==> src/rtl/obuf_drain_if.sv <==
// Output-buffer drain bus: the memory read port plus the outgoing valid/ready stream.
// master = drain engine side, slave = memory/sink side.
interface obuf_drain_if #(
    parameter int MEM_ADDR_WIDTH = 11,
    parameter int MEM_DATA_WIDTH = 64
);
    logic                      mem_read_req;
    logic [MEM_ADDR_WIDTH-1:0] mem_read_addr;
    logic [MEM_DATA_WIDTH-1:0] mem_read_data;
    logic                      m_valid;
    logic                      m_ready;
    logic [MEM_DATA_WIDTH-1:0] m_data;
    logic                      m_last;

    modport master (
        output mem_read_req, mem_read_addr, m_valid, m_data, m_last,
        input  mem_read_data, m_ready
    );

    modport slave (
        input  mem_read_req, mem_read_addr, m_valid, m_data, m_last,
        output mem_read_data, m_ready
    );
endinterface

==> src/rtl/obuf_drain.sv <==
// Drains num_words words from the output-buffer memory port into a valid/ready stream.
// A small return FIFO absorbs the one-cycle read latency and sink back-pressure.
module obuf_drain #(
    parameter int MEM_ADDR_WIDTH = 11,
    parameter int MEM_DATA_WIDTH = 64,
    parameter int LEN_WIDTH      = 12,
    parameter int FIFO_DEPTH     = 4
) (
    input  logic                      clk,
    input  logic                      reset,
    input  logic                      start,
    input  logic [MEM_ADDR_WIDTH-1:0] base_addr,
    input  logic [LEN_WIDTH-1:0]      num_words,
    output logic                      busy,
    output logic                      done,
    obuf_drain_if.master              bus
);
    localparam int PW = $clog2(FIFO_DEPTH);
    localparam int CW = PW + 1;

    typedef enum logic [1:0] {IDLE, ISSUE, DRAIN, FINISH} state_t;

    state_t                    state, state_nxt;
    logic [MEM_ADDR_WIDTH-1:0] addr;
    logic [LEN_WIDTH-1:0]      issue_left;
    logic [LEN_WIDTH-1:0]      out_left;
    logic                      rd_pend;
    logic [MEM_DATA_WIDTH-1:0] fifo [FIFO_DEPTH];
    logic [PW-1:0]             wptr, rptr;
    logic [CW-1:0]             count;
    logic                      can_issue, issue, push, pop;

    // A read is only issued if its data is guaranteed a FIFO slot.
    assign can_issue = !reset && ((CW'(rd_pend) + count) < CW'(FIFO_DEPTH));
    assign push      = rd_pend && !reset;
    assign pop       = bus.m_valid && bus.m_ready;

    assign bus.mem_read_req  = issue;
    assign bus.mem_read_addr = addr;
    assign bus.m_valid       = !reset && (count != '0);
    assign bus.m_data        = fifo[rptr];
    // Only the final word of the transfer can be at the head while one word remains.
    assign bus.m_last        = bus.m_valid && (out_left == LEN_WIDTH'(1));
    assign busy              = !reset && (state != IDLE);
    assign done              = !reset && (state == FINISH);

    always_comb begin
        state_nxt = state;
        issue     = 1'b0;
        case (state)
            IDLE:   if (start) state_nxt = (num_words == '0) ? FINISH : ISSUE;
            ISSUE: begin
                if (can_issue) begin
                    issue = 1'b1;
                    if (issue_left == LEN_WIDTH'(1)) state_nxt = DRAIN;
                end
            end
            DRAIN:  if (pop && bus.m_last) state_nxt = FINISH;
            FINISH: state_nxt = IDLE;
            default: state_nxt = IDLE;
        endcase
    end

    always_ff @(posedge clk) begin
        if (reset) begin
            state      <= IDLE;
            addr       <= '0;
            issue_left <= '0;
            out_left   <= '0;
            rd_pend    <= 1'b0;
            wptr       <= '0;
            rptr       <= '0;
            count      <= '0;
        end else begin
            state   <= state_nxt;
            rd_pend <= issue;
            if (state == IDLE && start) begin
                addr       <= base_addr;
                issue_left <= num_words;
                out_left   <= num_words;
            end
            if (issue) begin
                addr       <= addr + MEM_ADDR_WIDTH'(1);
                issue_left <= issue_left - LEN_WIDTH'(1);
            end
            if (push) wptr <= wptr + PW'(1);
            if (pop) begin
                rptr     <= rptr + PW'(1);
                out_left <= out_left - LEN_WIDTH'(1);
            end
            case ({push, pop})
                2'b10:   count <= count + CW'(1);
                2'b01:   count <= count - CW'(1);
                default: count <= count;
            endcase
        end
    end

    always_ff @(posedge clk) begin
        if (push) fifo[wptr] <= bus.mem_read_data;
    end
endmodule
==> src/flat_wrapper.sv <==
// flat-port wrapper written by rule: the top's interface ports become plain ports
module obuf_drain_flat 
#(
    parameter int MEM_ADDR_WIDTH = 11,
    parameter int MEM_DATA_WIDTH = 64,
    parameter int LEN_WIDTH      = 12,
    parameter int FIFO_DEPTH     = 4
)
  (clk, reset, start, base_addr, num_words, busy, done, bus_mem_read_req, bus_mem_read_addr, bus_m_valid, bus_m_data, bus_m_last, bus_mem_read_data, bus_m_ready);
  obuf_drain_if #(.MEM_ADDR_WIDTH(MEM_ADDR_WIDTH), .MEM_DATA_WIDTH(MEM_DATA_WIDTH)) bus_i ();
  input  logic clk;
  input  logic reset;
  input  logic start;
  input  logic [MEM_ADDR_WIDTH-1:0] base_addr;
  input  logic [LEN_WIDTH-1:0] num_words;
  output logic busy;
  output logic done;
  output wire logic [$bits(bus_i.mem_read_req)-1:0] bus_mem_read_req;
  output wire logic [$bits(bus_i.mem_read_addr)-1:0] bus_mem_read_addr;
  output wire logic [$bits(bus_i.m_valid)-1:0] bus_m_valid;
  output wire logic [$bits(bus_i.m_data)-1:0] bus_m_data;
  output wire logic [$bits(bus_i.m_last)-1:0] bus_m_last;
  input wire logic [$bits(bus_i.mem_read_data)-1:0] bus_mem_read_data;
  input wire logic [$bits(bus_i.m_ready)-1:0] bus_m_ready;
  assign bus_mem_read_req = bus_i.mem_read_req;
  assign bus_mem_read_addr = bus_i.mem_read_addr;
  assign bus_m_valid = bus_i.m_valid;
  assign bus_m_data = bus_i.m_data;
  assign bus_m_last = bus_i.m_last;
  assign bus_i.mem_read_data = bus_mem_read_data;
  assign bus_i.m_ready = bus_m_ready;
  obuf_drain #(.MEM_ADDR_WIDTH(MEM_ADDR_WIDTH), .MEM_DATA_WIDTH(MEM_DATA_WIDTH), .LEN_WIDTH(LEN_WIDTH), .FIFO_DEPTH(FIFO_DEPTH)) u_core (.clk(clk), .reset(reset), .start(start), .base_addr(base_addr), .num_words(num_words), .busy(busy), .done(done), .bus(bus_i));
endmodule
==> config.mk <==
export PLATFORM = sky130hd
export DESIGN_NAME = obuf_drain_flat
export DESIGN_NICKNAME = d
export VERILOG_FILES = /design/src/rtl/obuf_drain_if.sv /design/src/rtl/obuf_drain.sv /design/src/flat_wrapper.sv
export SDC_FILE = /design/constraint.sdc
export NUM_CORES = 1
export LEC_CHECK = 0
export BUFFER_PORTS_ARGS = -buffer_cell sky130_fd_sc_hd__buf_2
export CAP_MARGIN = 10
export CORE_UTILIZATION = 55
export DETAILED_ROUTE_END_ITERATION = 6
export GPL_ROUTABILITY_DRIVEN = 0
export PLACE_DENSITY = 0.89
export RECOVER_POWER = 100
export SKIP_LAST_GASP = 1
export SYNTH_ARGS = -nofsm -noshare
export SYNTH_HDL_FRONTEND = slang
export SYNTH_SLANG_ARGS = --single-unit
export TNS_END_PERCENT = 10
==> constraint.sdc <==
create_clock -name clk -period 4.8 [get_ports clk]
set_input_delay 0.24 -clock clk [delete_from_list [all_inputs] [get_ports clk]]
set_output_delay 0.24 -clock clk [all_outputs]
set_load 0.01 [all_outputs]
# Word level (Yosys, flattened, before mapping)

Memory sizes are Yosys's and may differ from the RTL's. A register that Yosys moved wholly into a read port is not among the register bits.
Index checks and enable logic that the tools add are counted.

Mux-type cells: 18
Order comparisons: 1
Reductions and logical operators: 18
Eq/ne operators: 11
Add/sub/neg operators: 8

Operator list:

| cell                    | count |
|---|---|
| $mux W12                | 3 |
| $eq A12 B1 Y1 const B   | 2 |
| $sub A12 B1 Y12 const B | 2 |
| $mux W11                | 2 |
| $mux W2                 | 7 |
| $logic_not A12 Y1       | 1 |
| $add A11 B1 Y11 const B | 1 |
| $logic_and A1 B1 Y1     | 9 |
| $pmux W2 S4             | 1 |
| $reduce_bool A2 Y1      | 4 |
| $eq A2 B2 Y1 const B    | 3 |
| $ne A2 B1 Y1 const B    | 3 |
| $pmux W3 S2             | 1 |
| $add A2 B1 Y2 const B   | 2 |
| $eq A2 B1 Y1 const B    | 2 |
| $mux W1                 | 4 |
| $reduce_and A4 Y1       | 1 |
| $add A1 B3 Y3           | 1 |
| $add A3 B1 Y3 const B   | 1 |
| $lt A3 B3 Y1 const B    | 1 |
| $reduce_bool A3 Y1      | 1 |
| $sub A3 B1 Y3 const B   | 1 |
| $logic_not A2 Y1        | 1 |
| $ne A2 B2 Y1 const B    | 1 |
| $logic_not A1 Y1        | 1 |

Memory bits (writable): 256
Word-level logic and storage cells: 65
Register bits: 45
Memories kept: 1

Memories:

| name        | words | bits a word | rd ports | clocked after memory_dff | wr ports | RTL line         | source |
|---|---|---|---|---|---|---|---|
| u_core.fifo | 4     | 64          | 1        | 1                        | 1        | obuf_drain.sv:28 | `logic [MEM_DATA_WIDTH-1:0] fifo [FIFO_DEPTH];` |

# Logic depth before layout (Yosys ltp)

Depth after elaboration: 6
Gate-level depth with buffers: 10
Depth with buffers taken out: 9

# Least setup slack after synthesis

OpenSTA, ideal clock, no wires.

Path type: flip-flop to flip-flop
Start point: register u_core.rd_pend
End point: memory u_core.fifo[0][0] (enable)
Arrival time: 2.166 ns
Period minus slack after synthesis: 2.594 ns
Path slack: 2.206 ns
Library setup time: 0.429 ns
Stages on the path, launching flop included: 3
Path buffers: 0
Data required time: 4.371 ns
Cell sequence: dfxtp_1 -> nor2b_1 -> and2_1

Cells in the longest elaborated chain, start to end: 3

Ends and longest elaborated chain:

| item                          | RTL line          | source |
|---|---|---|
| start: declaration            | obuf_drain.sv:27  | `logic rd_pend;` |
| start signal: assignment      | obuf_drain.sv:76  | `rd_pend <= issue;` |
| $logic_and A1 B1 Y1           | obuf_drain.sv:35  | `assign push = rd_pend && !reset;` |
| $mux W1                       | obuf_drain.sv:100 | `if (push) fifo[wptr] <= bus.mem_read_data;` |
| $mux W1 (not written as such) | obuf_drain.sv:100 |  |
| end: declaration              | obuf_drain.sv:28  |  |

Every way passes these cells.

# Worst setup path after layout

Start point: register u_core.rd_pend
End point: memory u_core.fifo[3][46] (enable)

Same word-level chain as after synthesis.

==> flow_summary_export.csv <==
group,metric,value,unit
run_status,outcome,"finished with violations",
run_status,violations,"max-capacitance violations, max-slew violations",
logic_synthesis,yosys_warnings,0,
cells_and_area,stdcell_area,0.01440,mm^2
cts,root_buffer,"clkbuf_16",
critical_path,r2r-end,"u_core.fifo[3][46]$_DFFE_PP_",
pwr,comb_power_share,13.1,%
cts,cts_buffer_depth,3,
route,drc,0,
logic_synthesis,yosysUniqueCellTypes,57,
sta,fin_ws,1374,ps
logic_synthesis,syn_avg_cell_area,17.91,um^2
sta,tns,0,ps
logic_synthesis,synth_edf_count,256,
placement,place_inst,1091,
grt,grt_start_max_net_pins,41,
sta,final.min_clock_period,3426,ps
floorplanning,die_h,148.6,um
pwr,pwr-share-seq,51.3,%
critical_path,critPathKind,"register to register",
route,drtIter0Drc,525,
cts,tritoncts,"done",
placement,dp.final_hpwl,16.05,mm
logic_synthesis,ys_top_cells_by_area,"edfxtp_1 65%, mux4_2 12%, dfxtp_1 8.0%",
route,routed-via-count,7084,
placement,port_buffers,170,
grt,grt_pass1_vias,7261,
sta,skew,21.71,ps
logic_synthesis,synth-simple-area-share,6.000,%
logic_synthesis,synth-seq-area-share,72.97,%
cts,post_cts_buffers,0,
grt,antenna_found_initial,1,
sta,hold_slack,22.20,ps
sta,hold_viol,0,
pwr,power.internal,4.594,mW
logic_synthesis,synthXorXnorAreaFrac,0.3704,%
sta,max_clock_freq,291.8,MHz
floorplanning,core_area,0.02102,mm^2
pwr,p_leak,4.658,nW
sta,period_share,71.38,%
logic_synthesis,synth.area.mux_share,12.36,%
critical_path,worstSetupEndpointType,"register",
logic_synthesis,synth_area,0.01182,mm^2
grt,grt_overflow_total,0,
critical_path,rrSetupSlack,1370,ps
sta,rsz0062_at_grt,"false",
sta,finalSetupViolCount,0,
floorplanning,io_pins,171,
logic_synthesis,synth_seq_cells,303,
logic_synthesis,async_flop_share,0,%
critical_path,cp-start-kind,"register",
route,dr.pass1.iters,4,
placement,place_area,0.01301,mm^2
cts,ctsResizeCount,0,
critical_path,reg2reg_from,"u_core.rd_pend$_SDFF_PP0_",
job,cap_violations,3,
pwr,powerDensity,423.1,mW/mm^2
logic_synthesis,synthesis.nets,766,
route,wl_per_cell,20.76,um
logic_synthesis,synth_top_family_by_area,"multiplexers",
floorplanning,core.rowCount,53,
floorplanning,die_x,148.6,um
grt,grt_use_total,23.23,%
logic_synthesis,synth_area_leader_cell,"edfxtp_1",
hold_path,hp-class,"primary input to register",
critical_path,rr_worst_depth,3,
hold_path,holdPathEnd,"u_core.bus.mem_read_addr[7]$_SDFFE_PP0P_",
pwr,p_total,6.090,mW
cells_and_area,fin_nets,1023,
cells_and_area,final_util,68.48,%
cts,clock_latency,530,ps
sta,worst_pin_slew,2431,ps
hold_path,worstHoldStart,"base_addr[7]",
pwr,vdd_drop_max,268.2,uV
pwr,p_sw_share,24.56,%
route,postRouteAntennaNets,0,
sta,relSlewSlack,-62.16,%
cts,numCtsBuffers,29,
cts,clkSinkCount,303,
logic_synthesis,synthCells,660,
logic_synthesis,ys.flop_type,"edfxtp_1",
cts,cts_htree_levels,1,
critical_path,arrival,3610,ps
critical_path,crit_path_max_fanout,32,
critical_path,crit_required,4990,ps
cells_and_area,fin_cells,1212,
placement,pre_cts_slack,2125,ps
cells_and_area,n_antenna_cell,0,
grt,grt_pass1_wl,38.68,mm
route,avgViaCountPerCell,5.845,
floorplanning,start_util,56.25,%
cts,clk_pin_slew,60,ps
sta,slew_violations,89,
logic_synthesis,synth_compound_area_share,5.005,%
route,drt-total-wl,25.16,mm
pwr,p_switching,1.496,mW
pwr,power_frac_clock,35.5,%
cells_and_area,area_growth,21.75,%
floorplanning,dieArea,0.02209,mm^2
logic_synthesis,synthAdderAreaFrac,1.651,%
cells_and_area,drive_gt1_share,16.12,%
hold_path,whs_path_depth,3,
logic_synthesis,yosysTopAreaCellShare,65.02,%
[layout make-up]
class / instances / area (um^2)
repair buffers: 253 / 1459
multi-input cells: 309 / 2977
clock buffers: 34 / 744.5
flip-flops and latches: 303 / 8631
inverters: 21 / 78.83
fillers: 1361 / 6626
clock inverters: 17 / 161.4
well taps: 275 / 344.1
[cell usage after synthesis, drive strengths merged (2+ instances only)]
cell type / n
mux4: 64
nand2: 15
a22oi: 3
dfxtp: 47
clkbuf: 17
a311oi: 5
xnor2: 2
nor4: 17
a32oi: 2
nand3: 6
nand4: 3
edfxtp: 256
xor2: 3
and2: 8
nor2: 46
or4: 4
nor2b: 2
and3: 12
a211oi: 10
a21oi: 28
buf: 9
ha: 14
a31o: 2
a221oi: 3
a31oi: 3
o21ai: 14
or3: 5
nor3b: 3
a2111oi: 3
o211ai: 3
mux2i: 2
o311ai: 2
inv: 20
nor3: 12
[metal layers]
layer	part of all wire (%)	wire length, um	track usage [%]	up-vias
li1	-	-	-	3191
met1	39	9740	29.64	3494
met2	51	12890	40.93	351
met3	7.9	1978	4.049	46
met4	2.2	545	6.495	2
met5	0.052	13	0	-
[worst max-delay path: stages (launching register included)]
cell     delay [ps]
dfxtp_1         430
nor2b_1         280
and2_0         1820
buf_4           550
[repair_timing]
item                                    CTS  global route
endpoints found under the setup margin    0             0
hold buffers                             70             0
endpoints found under the hold margin   263             0
[cells by family (layout without fill, tap and decap cells)]
kind of cell,after synthesis,in the layout
buffers and inverters,48,325
multiplexers,66,66
AO/OA/AOI/OAI,86,86
XOR/XNOR,5,5
AND/OR/NAND/NOR,137,137
flip-flops,303,303
adder cells (fa/ha/maj),15,15
[how the worst max path moves through the flow]
stage / slack, ps / end / start
floorplan: 2210 / u_core.fifo[0][0]$_DFFE_PP_ / u_core.rd_pend$_SDFF_PP0_
global placement: 2250 / u_core.count[2]$_SDFFE_PP0P_ / reset
detailed placement: 2120 / u_core.count[2]$_SDFFE_PP0P_ / reset
CTS: 1890 / bus_m_data[45] / register
global route: 1070 / u_core.fifo[3][49]$_DFFE_PP_ / u_core.rd_pend$_SDFF_PP0_
finish: 1370 / u_core.fifo[3][46]$_DFFE_PP_ / u_core.rd_pend$_SDFF_PP0_
[sequential cells by signal (all words and copies together) (netlist names), named ones only]
name and flops:
u_core.out_left 12, u_core.fifo 256, u_core.wptr 2, u_core.count 3, u_core.rptr 2, u_core.rd_pend 1
u_core.bus.mem_read_addr 11, u_core.state 2, u_core.issue_left 12
[power by group through the flow]
stage               Sequential, mW  Combinational (mW)  Clock [mW]
floorplan                     3.15               0.528           0
global placement              3.16               0.756           0
detailed placement            3.17               0.786           0
CTS                           3.12               0.840        2.20
global route                  3.15               0.886        2.29
finish                        3.13               0.800        2.16
[cell usage in the layout, fill, tap and decap left out, types with 9 or more instances in the layout]
master,count
nand2_1,15
ha_1,14
clkbuf_1,149
edfxtp_1,256
a21oi_1,28
buf_2,30
dfxtp_1,45
o21ai_0,14
dlygate4sd3_1,70
nor3_1,12
a211oi_1,10
and3_1,12
nor4_1,17
mux4_2,64
nor2_1,46
clkbuf_16,29
inv_1,20
buf_4,9
Note: power is estimated with default switching activity, not from simulation.
